$ cat config.mk
export PLATFORM = sky130hd
export DESIGN_NAME = muldiv_unit
export DESIGN_NICKNAME = d
export VERILOG_FILES = /design/src/rtl/muldiv_unit.sv
export SDC_FILE = /design/constraint.sdc
export NUM_CORES = 2
export LEC_CHECK = 0
export BUFFER_PORTS_ARGS = -buffer_cell sky130_fd_sc_hd__clkbuf_2
export CAP_MARGIN = 20
export CORE_ASPECT_RATIO = 0.9
export CORE_MARGIN = 5
export CORE_UTILIZATION = 45
export CTS_BUF_LIST = sky130_fd_sc_hd__clkbuf_4 sky130_fd_sc_hd__clkbuf_8
export CTS_CLUSTER_DIAMETER = 200
export DETAILED_ROUTE_END_ITERATION = 10
export GPL_TIMING_DRIVEN = 0
export SETUP_SLACK_MARGIN = 0.5
export SYNTH_ARGS = -nofsm -noshare
export SYNTH_HDL_FRONTEND = slang
export SYNTH_SLANG_ARGS = --single-unit
$ cat constraint.sdc
create_clock -name clk -period 11.7 [get_ports clk]
set_input_delay 0.585 -clock clk [delete_from_list [all_inputs] [get_ports clk]]
set_output_delay 0.585 -clock clk [all_outputs]
set_load 0.01 [all_outputs]
$ cat src/rtl/muldiv_unit.sv
// HI/LO multiply/divide unit: pipelined-latency multiply (with accumulate) and iterative restoring divide.
// Define MULDIV_CANCEL_EN to add the flush port for cancelling an in-flight operation.
module muldiv_unit #(
   parameter int WIDTH       = 32,
   parameter int MUL_LATENCY = 5,
   parameter int CNT_W       = 6
) (
   input  logic              clk,
   input  logic              reset,
   input  logic [WIDTH-1:0]  a,
   input  logic [WIDTH-1:0]  b,
   input  logic [3:0]        op,
   input  logic              start,
   input  logic              rd_lo,
`ifdef MULDIV_CANCEL_EN
   input  logic              flush,
`endif
   output logic [WIDTH-1:0]  s,
   output logic              busy,
   output logic [CNT_W-1:0]  count,
   output logic              done
);

   localparam logic [3:0] OP_MULT  = 4'd1, OP_MULTU = 4'd2, OP_DIV   = 4'd3, OP_DIVU  = 4'd4;
   localparam logic [3:0] OP_MADD  = 4'd5, OP_MADDU = 4'd6, OP_MSUB  = 4'd7, OP_MSUBU = 4'd8;
   localparam logic [3:0] OP_MTHI  = 4'd9, OP_MTLO  = 4'd10;
   localparam logic [CNT_W-1:0] CNT_ONE = CNT_W'(1);

   typedef enum logic [1:0] {MUL_SET, MUL_ADD, MUL_SUB} mul_kind_e;

   logic              flush_i;
`ifdef MULDIV_CANCEL_EN
   assign flush_i = flush;
`else
   assign flush_i = 1'b0;
`endif

   logic [WIDTH-1:0]   hi_q, hi_d, lo_q, lo_d;
   logic [CNT_W-1:0]   count_q, count_d;
   logic               done_q, done_d;
   logic [2*WIDTH-1:0] prod_q, prod_d;
   mul_kind_e          mul_kind_q, mul_kind_d;
   logic               is_div_q, is_div_d;
   logic [WIDTH-1:0]   rem_q, rem_d, quo_q, quo_d, divisor_q, divisor_d, a_raw_q, a_raw_d;
   logic               neg_quo_q, neg_quo_d, neg_rem_q, neg_rem_d, div_zero_q, div_zero_d;

   // Operand conditioning for launch: sign-extended multiply and magnitude/sign split for divide.
   logic               mul_signed, div_signed, a_neg, b_neg;
   logic [2*WIDTH-1:0] ext_a, ext_b, prod_full, acc, mul_result;
   logic [WIDTH-1:0]   a_abs, b_abs;

   assign mul_signed = (op == OP_MULT) || (op == OP_MADD) || (op == OP_MSUB);
   assign ext_a      = mul_signed ? {{WIDTH{a[WIDTH-1]}}, a} : {{WIDTH{1'b0}}, a};
   assign ext_b      = mul_signed ? {{WIDTH{b[WIDTH-1]}}, b} : {{WIDTH{1'b0}}, b};
   assign prod_full  = ext_a * ext_b;
   assign div_signed = (op == OP_DIV);
   assign a_neg      = div_signed & a[WIDTH-1];
   assign b_neg      = div_signed & b[WIDTH-1];
   assign a_abs      = a_neg ? -a : a;
   assign b_abs      = b_neg ? -b : b;

   assign acc = {hi_q, lo_q};
   always_comb begin
      mul_result = prod_q;
      case (mul_kind_q)
         MUL_ADD: mul_result = acc + prod_q;
         MUL_SUB: mul_result = acc - prod_q;
         default: mul_result = prod_q;
      endcase
   end

   // One restoring step: the dividend shifts out of quo while quotient bits shift in.
   logic [WIDTH:0]   div_shift;
   logic             div_fits;
   logic [WIDTH-1:0] step_rem, step_quo;

   assign div_shift = {rem_q, quo_q[WIDTH-1]};
   assign div_fits  = div_shift >= {1'b0, divisor_q};
   assign step_rem  = div_fits ? WIDTH'(div_shift - {1'b0, divisor_q}) : div_shift[WIDTH-1:0];
   assign step_quo  = {quo_q[WIDTH-2:0], div_fits};

   always_comb begin
      hi_d       = hi_q;
      lo_d       = lo_q;
      count_d    = count_q;
      done_d     = 1'b0;
      prod_d     = prod_q;
      mul_kind_d = mul_kind_q;
      is_div_d   = is_div_q;
      rem_d      = rem_q;
      quo_d      = quo_q;
      divisor_d  = divisor_q;
      a_raw_d    = a_raw_q;
      neg_quo_d  = neg_quo_q;
      neg_rem_d  = neg_rem_q;
      div_zero_d = div_zero_q;
      if (flush_i) begin
         count_d = '0;
      end else if (count_q != '0) begin
         count_d = count_q - CNT_ONE;
         if (count_q == CNT_ONE) begin
            done_d = 1'b1;
            if (!is_div_q) begin
               {hi_d, lo_d} = mul_result;
            end else if (div_zero_q) begin
               lo_d = '1;
               hi_d = a_raw_q;
            end else begin
               lo_d = neg_quo_q ? -quo_q : quo_q;
               hi_d = neg_rem_q ? -rem_q : rem_q;
            end
         end else if (is_div_q) begin
            rem_d = step_rem;
            quo_d = step_quo;
         end
      end else if (start) begin
         case (op)
            OP_MULT, OP_MULTU, OP_MADD, OP_MADDU, OP_MSUB, OP_MSUBU: begin
               prod_d     = prod_full;
               is_div_d   = 1'b0;
               count_d    = CNT_W'(MUL_LATENCY);
               mul_kind_d = (op == OP_MADD || op == OP_MADDU) ? MUL_ADD :
                            (op == OP_MSUB || op == OP_MSUBU) ? MUL_SUB : MUL_SET;
            end
            OP_DIV, OP_DIVU: begin
               is_div_d   = 1'b1;
               count_d    = CNT_W'(WIDTH + 1);
               rem_d      = '0;
               quo_d      = a_abs;
               divisor_d  = b_abs;
               a_raw_d    = a;
               neg_quo_d  = a_neg ^ b_neg;
               neg_rem_d  = a_neg;
               div_zero_d = (b == '0);
            end
            OP_MTHI: hi_d = a;
            OP_MTLO: lo_d = a;
            default: ;
         endcase
      end
   end

   always_ff @(posedge clk) begin
      if (reset) begin
         hi_q       <= '0;
         lo_q       <= '0;
         count_q    <= '0;
         done_q     <= 1'b0;
         prod_q     <= '0;
         mul_kind_q <= MUL_SET;
         is_div_q   <= 1'b0;
         rem_q      <= '0;
         quo_q      <= '0;
         divisor_q  <= '0;
         a_raw_q    <= '0;
         neg_quo_q  <= 1'b0;
         neg_rem_q  <= 1'b0;
         div_zero_q <= 1'b0;
      end else begin
         hi_q       <= hi_d;
         lo_q       <= lo_d;
         count_q    <= count_d;
         done_q     <= done_d;
         prod_q     <= prod_d;
         mul_kind_q <= mul_kind_d;
         is_div_q   <= is_div_d;
         rem_q      <= rem_d;
         quo_q      <= quo_d;
         divisor_q  <= divisor_d;
         a_raw_q    <= a_raw_d;
         neg_quo_q  <= neg_quo_d;
         neg_rem_q  <= neg_rem_d;
         div_zero_q <= div_zero_d;
      end
   end

   assign s     = rd_lo ? lo_q : hi_q;
   assign busy  = start | (count_q != '0);
   assign count = count_q;
   assign done  = done_q;

endmodule

==> Flow_metrics.wiki <==
{| class="wikitable"
! Metric !! Value
|-
| Run status || finished, final reports clean
|-
| Worst-path clk slew || 0.07 ns
|-
| Critical path required time || 12.24 ns
|-
| Cell types occupying the most area after synthesis || fa_1 (41%), inv_1 (8.9%), dfxtp_1 (7.8%)
|-
| Critical Setup Path Class || input port to flop
|-
| Number of failing hold endpoints at the final stage || 0
|-
| Most common cell on crit path || fa_1
|-
| Fraction of the mapped netlist area in adder cells || 48.9%
|-
| Wire length of the first global-routing pass || 441,000 µm
|-
| Total gr overflow || 0
|-
| Port Buffer Count || 72
|-
| 1st-pass router iterations || 8
|-
| Placement-stage cell area || 0.0723 mm²
|-
| Number of enable flip-flop cells after synthesis || 0
|-
| Leading register cell type out of synthesis || dfxtp_1
|-
| Final-report setup violation count || 0
|-
| Post-DP HPWL || 266,000 µm
|-
| Multiplexer area fraction after synthesis || 1.16%
|-
| Cts hold-fix bufs || 0
|-
| Placeable core region || 0.152 mm²
|-
| Relative max-transition margin || 13.6%
|-
| Area of the die || 0.161 mm²
|-
| Biggest cell delay along the critical path || 0.77 ns
|-
| Class of the most critical hold timing path || input port to flop
|-
| Routability congestion estimate || 1.03
|-
| CTS tree || built
|-
| Area Overhead vs Synth || 7.10%
|-
| # IOs || 112
|-
| Number of nets with antenna violations after detailed routing || 0
|-
| Crit share post-route || 93.4%
|-
| Distinct cell type count of the synthesized netlist || 96
|-
| Clock tree sinks || 269
|-
| Final critical-path required period || 10.92 ns
|-
| Maximum operating frequency || 0.0916 GHz
|-
| Average wire per standard cell || 30.1 µm
|-
| Commonest cells in the netlist || inv_1 (1,633), fa_1 (1,419), nand2_1 (1,195), a21oi_1 (434), ha_1 (412)
|-
| Synth Instances || 8,091
|-
| Highest-delay cell along the critical path || o311ai_0
|-
| GRT Util Overall || 38.3%
|-
| Ys Warns || 0
|-
| Type of destination of the critical path || flop
|-
| Initial standard-cell utilization of the core || 45.1%
|-
| Arrival time of data at the critical path endpoint || 11.46 ns
|-
| Transition at the pin with the smallest max-transition slack || 1.30 ns
|-
| Detailed router's first-iteration violation count || 6,288
|-
| Aggregate routed wire length || 311,000 µm
|-
| Horiz. Die Dim || 422 µm
|-
| Critical Path Fanout Max || 9
|-
| Setup repair after global routing missed its margin || yes
|-
| Top cell type by total area after synthesis || fa_1
|-
| Clock latency on the worst-skew pair || 0.68 ns
|-
| Vias in the first global route || 60,795
|-
| Number of cell rows || 136
|-
| Sequential-to-total area share from yosys stat || 7.84%
|-
| Max H-tree Level || 2
|-
| Design area || 0.0735 mm²
|-
| Most repeated cell in the gate-level netlist after synthesis || inv_1
|-
| Via Count || 59,721
|-
| Xor-xnor portion of the synthesized cell area || 4.77%
|-
| Netlist Area Pre-Place || 0.0687 mm²
|-
| Fraction of final layout cells with drive strength greater than 1 || 4.00%
|-
| Area share of the largest cell type after synthesis || 41.4%
|-
| DRC violation count after routing || 0
|-
| Total negative slack for setup checks || 0 ns
|-
| Clock buffer depth || 3
|-
| Combinational family with the most area after synthesis || adder cells
|-
| Pin count of the biggest net entering global routing || 18
|-
| Syn Nets || 9,994
|-
| Compound-Gate Fraction of Synth Area || 10.6%
|-
| Clock root buffer || clkbuf_8
|-
| Share of synthesized cell area in and, or, nand and nor gates || 15.1%
|-
| Number of synthesized register bits || 269
|-
| Final-report max-slew violation count || 0
|-
| Vias/cell || 5.78
|-
| Count of maximum capacitance violations || 0
|-
| Final setup skew || 0.0346 ns
|-
| Async set-reset flop share out of synthesis || 0%
|-
| Number of nets in the layout || 10,172
|-
| Number of antenna violations at the first check in global routing || 40
|-
| Clock buffers created by TritonCTS || 45
|-
| Chip height || 381 µm
|-
| Worst setup SP type || input port
|-
| Mean Syn Cell Area || 8.49 µm²
|}
area by class of cell:
| class | count | area (µm²) |
|---|---|---|
| clock inverters | 14 | 209 |
| multi-input cells | 5705 | 55300 |
| flip-flops and latches | 269 | 5390 |
| fillers | 15152 | 78600 |
| diodes | 25 | 62.6 |
| clock buffers | 64 | 787 |
| plain buffers | 481 | 1910 |
| inverters | 1635 | 6140 |
| well taps | 2001 | 2500 |
| repair buffers | 132 | 1250 |
metrics by stage:
| step | std cells | hold slack (ns) | utilization, % | setup WS, ns |
|---|---|---|---|---|
| after floorplan | 8091 | 0.427 | - | 1.68 |
| after global placement | 10164 | 0.438 | 47.0 | -1.10 |
| after detailed placement | 10213 | 0.443 | 47.5 | -0.720 |
| after CTS | 10291 | 0.417 | 48.2 | 0.548 |
| after global routing | 10305 | 0.462 | 48.3 | 0.437 |
| final | 10326 | 0.444 | 48.3 | 0.778 |
sequential cells by signal, indices dropped and copies added (netlist names):
register and count:
divisor_q 32, count 6, quo_q 32, hi_q 32, rem_q 32, prod_q 64, div_zero_q 1, a_raw_q 32
mul_kind_q 2, neg_rem_q 1, lo_q 32, is_div_q 1, neg_quo_q 1, done 1
worst max-delay path: cells and delay by family:
kind / cells / cell delay [ns]
AOI/OAI and AO/OA: 6 / 1.70
xor gates and xnor gates: 1 / 0.23
adders and majority gates: 11 / 5.05
buffers and inverters: 10 / 2.74
and+or+nand+nor: 5 / 1.09
routing by layer:
metal,routed length [µm],GRT usage [%]
met1,119000,49.0
met2,138000,60.6
met3,30600,8.06
met4,22500,21.7
met5,41,0
timing repair:
action,in CTS,in global routing
pin swaps,0,1
resized for setup,5,45
setup buffers,0,4
endpoints found under the setup margin,8,8
cells by family after synthesis:
logic type,Yosys count
adders and majority gates,1834
and+or+nand+nor,2256
xor gates and xnor gates,374
muxes,75
buffers and inverters,2117
AOI/OAI and AO/OA,1166
DFF,269
cell usage in the layout (no fill, tap or decap), types with 36 or more instances in the layout:
cell type	synthesis	layout
clkbuf_8	0	49
dfxtp_1	269	269
nand2_1	1195	1195
buf_8	0	36
buf_1	70	63
clkbuf_2	1	100
fa_1	1419	1418
mux2i_1	41	41
a211oi_1	63	63
nand3_1	55	55
a21o_1	94	94
inv_1	1633	1633
and3_1	63	63
and2_1	351	351
clkbuf_1	393	367
nor3_1	74	74
ha_1	412	412
xor2_1	122	122
nor2_1	305	305
o21ai_0	220	220
xnor2_1	252	252
a21oi_1	434	434
o31ai_1	41	41
a31oi_1	48	48
path summary, 6_finish.rpt:
| path | start | end | slack [ns] | cells past startpoint |
|---|---|---|---|---|
| max reg2reg | prod_q[6] | hi_q[24] | 4.22 | 25 |
| max | a[10] | prod_q[62] | 0.78 | 33 |
| min reg2reg | a_raw_q[23] | a_raw_q[23] | 0.45 | 2 |
| min | b[21] | divisor_q[21] | 0.44 | 4 |
Power is not shown: default switching activity piles up to over one toggle a cycle in this logic, so the estimate is an artifact.
